<file path="src/rtl/cpu_isa_pkg.sv">
// ISA constants and the control-bundle type shared by the decode stage and its decoder.
package cpu_isa_pkg;

  localparam int ISA_INSTR_W = 9;
  localparam int ISA_OP_W    = 5;
  localparam int ISA_REG_AW  = 4;
  localparam int ISA_ALUOP_W = 4;

  localparam logic [4:0] OP_ADD       = 5'd0;
  localparam logic [4:0] OP_SUB       = 5'd1;
  localparam logic [4:0] OP_MV        = 5'd2;
  localparam logic [4:0] OP_MV_TO_MATH = 5'd3;
  localparam logic [4:0] OP_MV_TO_CNT = 5'd4;
  localparam logic [4:0] OP_SET_ADR   = 5'd5;
  localparam logic [4:0] OP_MV_ADR    = 5'd6;
  localparam logic [4:0] OP_MV_MATH   = 5'd7;
  localparam logic [4:0] OP_MV_CNT    = 5'd8;
  localparam logic [4:0] OP_MATH_TO_ADR = 5'd9;
  localparam logic [4:0] OP_RS_ADR    = 5'd10;
  localparam logic [4:0] OP_RS_CNT    = 5'd11;
  localparam logic [4:0] OP_SETI      = 5'd12;
  localparam logic [4:0] OP_SET_REG   = 5'd13;
  localparam logic [4:0] OP_SET_CNT   = 5'd14;
  localparam logic [4:0] OP_BE        = 5'd15;
  localparam logic [4:0] OP_BNE       = 5'd16;
  localparam logic [4:0] OP_BEZ       = 5'd17;
  localparam logic [4:0] OP_BLTZ      = 5'd18;
  localparam logic [4:0] OP_BGTE      = 5'd19;
  localparam logic [4:0] OP_EVU       = 5'd20;
  localparam logic [4:0] OP_EVL       = 5'd21;
  localparam logic [4:0] OP_LD        = 5'd22;
  localparam logic [4:0] OP_ST        = 5'd23;
  localparam logic [4:0] OP_JUMP      = 5'd24;
  localparam logic [4:0] OP_ZERO_REG  = 5'd25;
  localparam logic [4:0] OP_HALT      = 5'd26;

  localparam logic [3:0] ALU_ADD = 4'd0;
  localparam logic [3:0] ALU_SUB = 4'd1;
  localparam logic [3:0] ALU_EVU = 4'd2;
  localparam logic [3:0] ALU_EVL = 4'd3;
  localparam logic [3:0] ALU_GTE = 4'd4;
  localparam logic [3:0] ALU_LTZ = 4'd5;
  localparam logic [3:0] ALU_EZ  = 4'd6;
  localparam logic [3:0] ALU_EQ  = 4'd7;
  localparam logic [3:0] ALU_NE  = 4'd8;

  localparam logic [3:0] REG_ADR  = 4'd4;
  localparam logic [3:0] REG_MATH = 4'd5;
  localparam logic [3:0] REG_CNT  = 4'd7;

  typedef struct packed {
    logic [ISA_REG_AW-1:0]  read_reg0;
    logic [ISA_REG_AW-1:0]  read_reg1;
    logic [ISA_REG_AW-1:0]  write_reg;
    logic                   write_en;
    logic                   move;
    logic                   mem_to_reg;
    logic                   mem_write;
    logic                   branch;
    logic                   jump_sign;
    logic                   immediate;
    logic                   set_quarter;
    logic [ISA_ALUOP_W-1:0] alu_op;
  } ctrl_t;

  typedef enum logic [1:0] {ST_RUN, ST_DRAIN, ST_HALTED} stage_state_t;

endpackage

</file>
<file path="src/rtl/decode_stage_if.sv">
// Fetch-side handshake, EX-side control bundle and status of the decode stage.
interface decode_stage_if #(
  parameter int INSTR_W = 9,
  parameter int REG_AW  = 4,
  parameter int ALUOP_W = 4
) ();
  logic               instr_valid;
  logic [INSTR_W-1:0] instr_in;
  logic               instr_ready;
  logic               flush;
  logic               out_valid;
  logic               out_ready;
  logic [REG_AW-1:0]  read_reg0;
  logic [REG_AW-1:0]  read_reg1;
  logic [REG_AW-1:0]  write_reg;
  logic               write_en;
  logic               move;
  logic               mem_to_reg;
  logic               mem_write;
  logic               branch;
  logic               jump_sign;
  logic               immediate;
  logic               set_quarter;
  logic [ALUOP_W-1:0] alu_op;
  logic               halted;
  logic               illegal;
  logic [15:0]        stall_count;

  modport master (
    output instr_valid, instr_in, flush, out_ready,
    input  instr_ready, out_valid, read_reg0, read_reg1, write_reg, write_en, move,
           mem_to_reg, mem_write, branch, jump_sign, immediate, set_quarter, alu_op,
           halted, illegal, stall_count
  );

  modport slave (
    input  instr_valid, instr_in, flush, out_ready,
    output instr_ready, out_valid, read_reg0, read_reg1, write_reg, write_en, move,
           mem_to_reg, mem_write, branch, jump_sign, immediate, set_quarter, alu_op,
           halted, illegal, stall_count
  );
endinterface

</file>
<file path="src/rtl/instr_decoder.sv">
// Combinational opcode-to-control decode; unlisted fields stay 0, reserved opcodes give a NOP.
module instr_decoder
  import cpu_isa_pkg::*;
#(
  parameter int INSTR_W = ISA_INSTR_W,
  parameter int OP_W    = ISA_OP_W
) (
  input  logic [INSTR_W-1:0] instr,
  output ctrl_t              ctrl,
  output logic               reads_r1,
  output logic               is_halt,
  output logic               illegal
);

  logic [OP_W-1:0] op;
  logic [3:0]      ra;
  logic [3:0]      rb;

  assign op = instr[INSTR_W-1 -: OP_W];
  assign ra = {2'b00, instr[3:2]};
  assign rb = {2'b00, instr[1:0]};

  always_comb begin
    ctrl     = '0;
    reads_r1 = 1'b0;
    is_halt  = 1'b0;
    illegal  = 1'b0;
    case (op)
      OP_ADD, OP_SUB: begin
        ctrl.read_reg0 = ra;  ctrl.read_reg1 = REG_MATH;  ctrl.write_reg = rb;
        ctrl.write_en  = 1'b1;
        ctrl.alu_op    = (op == OP_SUB) ? ALU_SUB : ALU_ADD;
        reads_r1       = 1'b1;
      end
      OP_MV, OP_MV_TO_MATH, OP_MV_TO_CNT, OP_SET_ADR: begin
        ctrl.move = 1'b1;  ctrl.write_en = 1'b1;  ctrl.read_reg0 = ra;
        case (op)
          OP_MV_TO_MATH: ctrl.write_reg = REG_MATH;
          OP_MV_TO_CNT:  ctrl.write_reg = REG_CNT;
          OP_SET_ADR:    ctrl.write_reg = REG_ADR;
          default:       ctrl.write_reg = rb;
        endcase
      end
      OP_MV_ADR:      begin ctrl.move = 1'b1; ctrl.write_en = 1'b1; ctrl.read_reg0 = REG_ADR;  ctrl.write_reg = rb; end
      OP_MV_MATH:     begin ctrl.move = 1'b1; ctrl.write_en = 1'b1; ctrl.read_reg0 = REG_MATH; ctrl.write_reg = rb; end
      OP_MV_CNT:      begin ctrl.move = 1'b1; ctrl.write_en = 1'b1; ctrl.read_reg0 = REG_CNT;  ctrl.write_reg = rb; end
      OP_MATH_TO_ADR: begin ctrl.move = 1'b1; ctrl.write_en = 1'b1; ctrl.read_reg0 = REG_MATH; ctrl.write_reg = REG_ADR; end
      OP_RS_ADR: begin
        ctrl.immediate = 1'b1;  ctrl.write_en = 1'b1;  ctrl.write_reg = REG_ADR;
        ctrl.jump_sign = instr[0];
      end
      OP_RS_CNT: begin ctrl.immediate = 1'b1; ctrl.write_en = 1'b1; ctrl.write_reg = REG_CNT; end
      OP_SETI: begin
        ctrl.immediate = 1'b1;  ctrl.write_en = 1'b1;
        ctrl.read_reg0 = instr[3:0];  ctrl.write_reg = REG_MATH;
      end
      OP_SET_REG: begin
        ctrl.move = 1'b1;  ctrl.set_quarter = 1'b1;  ctrl.write_en = 1'b1;
        ctrl.read_reg0 = REG_MATH;  ctrl.read_reg1 = ra;  ctrl.write_reg = rb;
        reads_r1 = 1'b1;
      end
      OP_SET_CNT: begin
        ctrl.set_quarter = 1'b1;  ctrl.write_en = 1'b1;
        ctrl.read_reg0 = rb;  ctrl.read_reg1 = ra;  ctrl.write_reg = REG_CNT;
        reads_r1 = 1'b1;
      end
      OP_BE, OP_BNE, OP_BEZ, OP_BLTZ, OP_BGTE: begin
        ctrl.branch = 1'b1;  ctrl.read_reg0 = ra;  ctrl.read_reg1 = rb;
        reads_r1 = 1'b1;
        case (op)
          OP_BE:   ctrl.alu_op = ALU_EQ;
          OP_BNE:  ctrl.alu_op = ALU_NE;
          OP_BEZ:  ctrl.alu_op = ALU_EZ;
          OP_BLTZ: ctrl.alu_op = ALU_LTZ;
          default: ctrl.alu_op = ALU_GTE;
        endcase
      end
      OP_EVU: begin ctrl.read_reg0 = ra; ctrl.alu_op = ALU_EVU; end
      OP_EVL: begin ctrl.read_reg0 = ra; ctrl.alu_op = ALU_EVL; end
      OP_LD: begin
        ctrl.write_en = 1'b1;  ctrl.mem_to_reg = 1'b1;
        ctrl.read_reg0 = ra;  ctrl.read_reg1 = REG_ADR;  ctrl.write_reg = rb;
        ctrl.alu_op = ALU_ADD;
        reads_r1 = 1'b1;
      end
      OP_ST: begin
        ctrl.mem_write = 1'b1;  ctrl.read_reg0 = ra;  ctrl.read_reg1 = REG_ADR;
        ctrl.alu_op = ALU_ADD;
        reads_r1 = 1'b1;
      end
      OP_JUMP:     begin ctrl.branch = 1'b1; ctrl.alu_op = ALU_EQ; end
      OP_ZERO_REG: begin ctrl.immediate = 1'b1; ctrl.write_en = 1'b1; ctrl.write_reg = rb; end
      OP_HALT:     is_halt = 1'b1;
      default:     illegal = 1'b1;
    endcase
  end

endmodule

</file>
<file path="src/rtl/decode_stage.sv">
// Pipelined decode stage: handshakes, load-use stall, flush, halt FSM, sticky illegal flag.
// Build option DECODE_STALL_CNT_EN adds a saturating stall-cycle counter.
//
// state     | meaning
// ST_RUN    | accepting instructions
// ST_DRAIN  | halt accepted, waiting for EX to consume it
// ST_HALTED | stopped until reset
module decode_stage
  import cpu_isa_pkg::*;
#(
  parameter int INSTR_W = ISA_INSTR_W,
  parameter int OP_W    = ISA_OP_W,
  parameter int REG_AW  = ISA_REG_AW,
  parameter int ALUOP_W = ISA_ALUOP_W
) (
  input  logic          clk,
  input  logic          rst_n,
  decode_stage_if.slave bus
);

  stage_state_t state_q, state_d;
  ctrl_t        bundle_q, bundle_d, dec_ctrl;
  logic         out_valid_q, out_valid_d;
  logic         illegal_q, illegal_d;
  logic         dec_reads_r1, dec_is_halt, dec_illegal;
  logic         stall, instr_ready, accept;

  instr_decoder #(.INSTR_W(INSTR_W), .OP_W(OP_W)) u_decoder (
    .instr    (bus.instr_in),
    .ctrl     (dec_ctrl),
    .reads_r1 (dec_reads_r1),
    .is_halt  (dec_is_halt),
    .illegal  (dec_illegal)
  );

  // A held load whose destination feeds the incoming instruction must leave EX first.
  assign stall = out_valid_q && bundle_q.mem_to_reg && bus.instr_valid &&
                 ((dec_ctrl.read_reg0 == bundle_q.write_reg) ||
                  (dec_reads_r1 && (dec_ctrl.read_reg1 == bundle_q.write_reg)));

  assign instr_ready = (state_q == ST_RUN) && !stall && !bus.flush &&
                       (!out_valid_q || bus.out_ready);
  assign accept      = bus.instr_valid && instr_ready;

  always_comb begin
    state_d     = state_q;
    bundle_d    = bundle_q;
    out_valid_d = out_valid_q;
    illegal_d   = illegal_q;
    if (bus.flush) begin
      out_valid_d = 1'b0;
    end else if (accept) begin
      out_valid_d = 1'b1;
      bundle_d    = dec_ctrl;
      illegal_d   = illegal_q | dec_illegal;
    end else if (bus.out_ready) begin
      out_valid_d = 1'b0;
    end
    case (state_q)
      ST_RUN:    if (accept && dec_is_halt) state_d = ST_DRAIN;
      ST_DRAIN: begin
        if (bus.flush)                          state_d = ST_RUN;
        else if (out_valid_q && bus.out_ready)  state_d = ST_HALTED;
      end
      ST_HALTED: state_d = ST_HALTED;
      default:   state_d = ST_RUN;
    endcase
  end

  always_ff @(posedge clk) begin
    if (!rst_n) begin
      state_q     <= ST_RUN;
      bundle_q    <= '0;
      out_valid_q <= 1'b0;
      illegal_q   <= 1'b0;
    end else begin
      state_q     <= state_d;
      bundle_q    <= bundle_d;
      out_valid_q <= out_valid_d;
      illegal_q   <= illegal_d;
    end
  end

`ifdef DECODE_STALL_CNT_EN
  logic [15:0] stall_cnt_q;

  always_ff @(posedge clk) begin
    if (!rst_n) begin
      stall_cnt_q <= '0;
    end else if (bus.instr_valid && !instr_ready && (state_q == ST_RUN) &&
                 (stall_cnt_q != 16'hFFFF)) begin
      stall_cnt_q <= stall_cnt_q + 16'd1;
    end
  end

  assign bus.stall_count = stall_cnt_q;
`else
  assign bus.stall_count = '0;
`endif

  assign bus.instr_ready = instr_ready;
  assign bus.out_valid   = out_valid_q;
  assign bus.read_reg0   = REG_AW'(bundle_q.read_reg0);
  assign bus.read_reg1   = REG_AW'(bundle_q.read_reg1);
  assign bus.write_reg   = REG_AW'(bundle_q.write_reg);
  assign bus.write_en    = bundle_q.write_en;
  assign bus.move        = bundle_q.move;
  assign bus.mem_to_reg  = bundle_q.mem_to_reg;
  assign bus.mem_write   = bundle_q.mem_write;
  assign bus.branch      = bundle_q.branch;
  assign bus.jump_sign   = bundle_q.jump_sign;
  assign bus.immediate   = bundle_q.immediate;
  assign bus.set_quarter = bundle_q.set_quarter;
  assign bus.alu_op      = ALUOP_W'(bundle_q.alu_op);
  assign bus.halted      = (state_q == ST_HALTED);
  assign bus.illegal     = illegal_q;

endmodule

</file>
<file path="src/flat_wrapper.sv">
// flat-port wrapper written by rule: the top's interface ports become plain ports
module decode_stage_flat import cpu_isa_pkg::*;
#(
  parameter int INSTR_W = ISA_INSTR_W,
  parameter int OP_W    = ISA_OP_W,
  parameter int REG_AW  = ISA_REG_AW,
  parameter int ALUOP_W = ISA_ALUOP_W
)
  (clk, rst_n, bus_instr_valid, bus_instr_in, bus_flush, bus_out_ready, bus_instr_ready, bus_out_valid, bus_read_reg0, bus_read_reg1, bus_write_reg, bus_write_en, bus_move, bus_mem_to_reg, bus_mem_write, bus_branch, bus_jump_sign, bus_immediate, bus_set_quarter, bus_alu_op, bus_halted, bus_illegal, bus_stall_count);
  decode_stage_if #(.INSTR_W(INSTR_W), .REG_AW(REG_AW), .ALUOP_W(ALUOP_W)) bus_i ();
  input  logic clk;
  input  logic rst_n;
  input wire logic [$bits(bus_i.instr_valid)-1:0] bus_instr_valid;
  input wire logic [$bits(bus_i.instr_in)-1:0] bus_instr_in;
  input wire logic [$bits(bus_i.flush)-1:0] bus_flush;
  input wire logic [$bits(bus_i.out_ready)-1:0] bus_out_ready;
  output wire logic [$bits(bus_i.instr_ready)-1:0] bus_instr_ready;
  output wire logic [$bits(bus_i.out_valid)-1:0] bus_out_valid;
  output wire logic [$bits(bus_i.read_reg0)-1:0] bus_read_reg0;
  output wire logic [$bits(bus_i.read_reg1)-1:0] bus_read_reg1;
  output wire logic [$bits(bus_i.write_reg)-1:0] bus_write_reg;
  output wire logic [$bits(bus_i.write_en)-1:0] bus_write_en;
  output wire logic [$bits(bus_i.move)-1:0] bus_move;
  output wire logic [$bits(bus_i.mem_to_reg)-1:0] bus_mem_to_reg;
  output wire logic [$bits(bus_i.mem_write)-1:0] bus_mem_write;
  output wire logic [$bits(bus_i.branch)-1:0] bus_branch;
  output wire logic [$bits(bus_i.jump_sign)-1:0] bus_jump_sign;
  output wire logic [$bits(bus_i.immediate)-1:0] bus_immediate;
  output wire logic [$bits(bus_i.set_quarter)-1:0] bus_set_quarter;
  output wire logic [$bits(bus_i.alu_op)-1:0] bus_alu_op;
  output wire logic [$bits(bus_i.halted)-1:0] bus_halted;
  output wire logic [$bits(bus_i.illegal)-1:0] bus_illegal;
  output wire logic [$bits(bus_i.stall_count)-1:0] bus_stall_count;
  assign bus_i.instr_valid = bus_instr_valid;
  assign bus_i.instr_in = bus_instr_in;
  assign bus_i.flush = bus_flush;
  assign bus_i.out_ready = bus_out_ready;
  assign bus_instr_ready = bus_i.instr_ready;
  assign bus_out_valid = bus_i.out_valid;
  assign bus_read_reg0 = bus_i.read_reg0;
  assign bus_read_reg1 = bus_i.read_reg1;
  assign bus_write_reg = bus_i.write_reg;
  assign bus_write_en = bus_i.write_en;
  assign bus_move = bus_i.move;
  assign bus_mem_to_reg = bus_i.mem_to_reg;
  assign bus_mem_write = bus_i.mem_write;
  assign bus_branch = bus_i.branch;
  assign bus_jump_sign = bus_i.jump_sign;
  assign bus_immediate = bus_i.immediate;
  assign bus_set_quarter = bus_i.set_quarter;
  assign bus_alu_op = bus_i.alu_op;
  assign bus_halted = bus_i.halted;
  assign bus_illegal = bus_i.illegal;
  assign bus_stall_count = bus_i.stall_count;
  decode_stage #(.INSTR_W(INSTR_W), .OP_W(OP_W), .REG_AW(REG_AW), .ALUOP_W(ALUOP_W)) u_core (.clk(clk), .rst_n(rst_n), .bus(bus_i));
endmodule
</file>
<file path="config.mk">
export PLATFORM = sky130hd
export DESIGN_NAME = decode_stage_flat
export DESIGN_NICKNAME = d
export VERILOG_FILES = /design/src/rtl/cpu_isa_pkg.sv /design/src/rtl/decode_stage_if.sv /design/src/rtl/instr_decoder.sv /design/src/rtl/decode_stage.sv /design/src/flat_wrapper.sv
export SDC_FILE = /design/constraint.sdc
export NUM_CORES = 1
export LEC_CHECK = 0
export CAP_MARGIN = 20
export CORE_AREA = 2 2 63 71
export DETAILED_ROUTE_END_ITERATION = 16
export DIE_AREA = 0 0 65 73
export GPL_ROUTABILITY_DRIVEN = 0
export GPL_TIMING_DRIVEN = 0
export PLACE_DENSITY = 0.93
export SLEW_MARGIN = 15
export SYNTH_ARGS = -nofsm -noshare
export SYNTH_HDL_FRONTEND = slang
export SYNTH_SLANG_ARGS = --single-unit
</file>
<file path="constraint.sdc">
create_clock -name clk -period 7.1 [get_ports clk]
set_input_delay 1.42 -clock clk [delete_from_list [all_inputs] [get_ports clk]]
set_output_delay 1.42 -clock clk [all_outputs]
set_load 0.02 [all_outputs]
</file>
==> results.md <==
* Status: finished, final reports clean
* Mapped Area at between 0.0015 and 0.002 mm2
* FILL cells at 348
* Worst path slowest cell: clkdlybuf4s50_1
* Top cell type by total area after synthesis: dfxtp_1
* CTS H-Tree Depth at 1
* Hold Startpoint: u_core.bus.read_reg1[2]
* Antenna diodes at 0
* Yosys cell types at 46
* Gr ovfl total at 0
* Crit path DAT at 4.24 ns
* Final wirelength at between 5000 and 6000 um
* Dominant cells by area after synthesis: dfxtp_1 27%, mux2i_1 12%, nand2_1 9.0%
* Initial Util at 0.479
* Fin cells at ~370
* Number of post-CTS setup repair buffers at 0
* Final setup fails at 0
* Final min period at 5.66 ns
* Post-route ant nets at 0
* R2r startpoint: u_core.bus.write_reg[2]
* DR vias at 2148
* WL/cell at around 14 um
* DR iter-0 viols at between 200 and 250
* EDFF count, synth at 0
* Worst-skew pair later-pin latency at roughly 0.28 ns
* Pre-antenna DRT Iters at 5
* Top cell type's share of synthesized area at 0.265
* Hold depth at 2
* Vias in the first global route at roughly 1900
* CTS buffer count at 3
* Crit-path most repeated cell: clkdlybuf4s50_1
* # port buffers at 37
* Setup TNS at 0 ns
* Hold_buf cts at 0
* Setup slack, reg-to-reg at about 5.1 ns
* Worst r2r dst: u_core.bus.alu_op[3]
* Hold Path End: u_core.bus.read_reg1[2]
* Final setup skew at 0.00433 ns
* HP Class: reg2reg
* CTS root buffer: clkbuf_8
* Fmax at 0.177 GHz
* Row Count at 25
* Crit path cell chain: clkdlybuf4s50_1, buf_2, inv_1, a2111oi_0, a21oi_1, xor2_1, nand4_1, and3_1, clkdlybuf4s50_1
* Layout cell share with drive strength beyond 1 at 0.110
* Final hold vios at 0
* Synthesized netlist cell count at 260
* Unrepaired setup endpoints after global routing: no
* Fin crit share at 0.798
* Post_cts resized at 0
* Die width at 65 um
* Worst-case vdd ir drop at about 0.12 mV
* Max-cap violations at 0
* # DRC at 0
* Total GRT Usage at 0.229
* Finished Cell Area at 0.00253 mm2
* Initial antenna violation count at 0
* Yosys warnings at 0
* #FFs+latches synth at 26
* Worst Setup Path Type: in2out
* Leak pwr at 1.12 nW
* Nature of the critical path endpoint: primary output
* Global-route wire length before repair at between 8000 and 9000 um
* PwrDens at 149 mW/mm2
* Largest net degree at the start of global routing at 16
* Syn avg cell area at approximately 7.5 um2
* Asr flop ratio synth at 0
* Max incr delay on CP at around 0.6 ns
* Critical Path Start Type: input port
* Clock buffer depth at 2
* Worst path required time at about 5.7 ns
* Vias per inst at slightly below 6
* TritonCTS clock tree: built
* Nets at 333
* Post-DP HPWL at 3930 um
* Area grow syn2layout at 29.2%
* Slew @ Worst Pin at about 0.54 ns
* Post-synthesis sequential area ratio at 0.265
* Placed Cells at roughly 370
* Most common flop cell mapped by yosys: dfxtp_1
* DIE HEIGHT at approximately 73 um
* Worst R2R Path Depth at 7
* Slew Limit Fails at 0
* Core Box Area at just over 0.004 mm2
* Worst-path clk slew at 0.09 ns
* Sink Count at 26
* Die Area at approximately 0.0047 mm2
* CP Max Fanout at 10
* Area after DPL at between 0.002 and 0.0025 mm2
* I/O pins at 58
* Max-slew headroom at 0.640
## how the worst max path moves through the flow
| stage | from | to | slack, ns | cells after the start |
|---|---|---|---|---|
| 2_1_floorplan | bus_instr_in[7] | bus_instr_ready | 2.65 | 7 |
| 3_3_place_gp | bus_instr_in[7] | bus_instr_ready | 1.56 | 9 |
| 3_5_place_dp | bus_instr_in[7] | bus_instr_ready | 1.50 | 9 |
| 4_1_cts | bus_instr_in[7] | bus_instr_ready | 1.49 | 9 |
| 5_1_grt | bus_instr_in[7] | bus_instr_ready | 1.30 | 9 |
| 6_report | bus_instr_in[7] | bus_instr_ready | 1.44 | 9 |
## logic make-up after synthesis
logic type      after synthesis  share of synthesized area
mux                          24                      0.122
buf+inv                      42                      0.138
simple gates                111                      0.284
compound gates               52                      0.171
other cells                   1                    0.00191
flops                        26                      0.265
xor+xnor                      4                     0.0179
## metal layers
layer / wire length [um] / global-route usage
met1: 2080 / 0.282
met2: 2490 / 0.386
met3: 541 / 0.0324
met4: 247 / 0.125
met5: 0 / 0
## Yosys cell counts (2+ instances only)
master,number
nor3_1,3
dfxtp_1,26
a21o_1,2
clkbuf_1,11
a41oi_1,2
o22ai_1,3
inv_1,3
or2_2,3
o31ai_1,2
and3_1,5
and2_1,2
nor2b_1,6
a21oi_1,15
mux2i_1,24
o211ai_1,2
nand2_1,47
a211o_1,2
buf_12,2
buf_4,18
buf_2,4
nand4_1,4
o21bai_1,3
xor2_1,4
nand2b_1,9
buf_1,3
nor2_1,12
nand3_1,13
o21ai_0,12
## final cells by class
class,instances,area [um2],share of cell area
Multi-Input combinational cell,209,1230,0.487
Sequential cell,26,520,0.205
Timing Repair Buffer,37,370,0.146
Buffer,39,259,0.102
Tap cell,54,67.6,0.0267
Clock buffer,3,41.3,0.0163
Clock inverter,1,30.0,0.0118
Inverter,3,11.3,0.00444
## power by group
group / switching (mW) / internal, mW
Clock: 0.0497 / 0.0755
Combinational: 0.0596 / 0.0417
Sequential: 0.00271 / 0.149
## critical path, delay by kind of cell
family                    cells  cell delay (ns)
AOI/OAI and AO/OA             2             0.64
xor gates and xnor gates      1             0.18
and+or+nand+nor               2             0.37
buffers and inverters         4             1.64
## layout by cell type, fill, tap and decap left out, types with 3 or more instances in the layout
cell,n
nor2b_1,6
nor3_1,3
dfxtp_1,26
and3_1,5
nand4_1,4
nand2b_1,9
clkdlybuf4s50_1,37
clkbuf_8,3
nor2_1,12
inv_1,3
nand2_1,47
o21bai_1,3
buf_2,4
clkbuf_1,11
mux2i_1,24
o21ai_0,12
nand3_1,13
xor2_1,4
o22ai_1,3
buf_1,3
or2_2,3
conb_1,18
a21oi_1,15
buf_4,18
## through the flow
stage	total power, mW	setup WS [ns]	util	hold WS [ns]
after global routing	0.391	1.30	0.619	0.490
after floorplan	0.225	2.65	-	0.473
after global placement	0.251	1.56	0.601	0.448
after CTS	0.375	1.49	0.619	0.466
after detailed placement	0.253	1.50	0.601	0.450
final	0.379	1.44	0.619	0.466
Note: power is estimated with default switching activity, not from simulation.
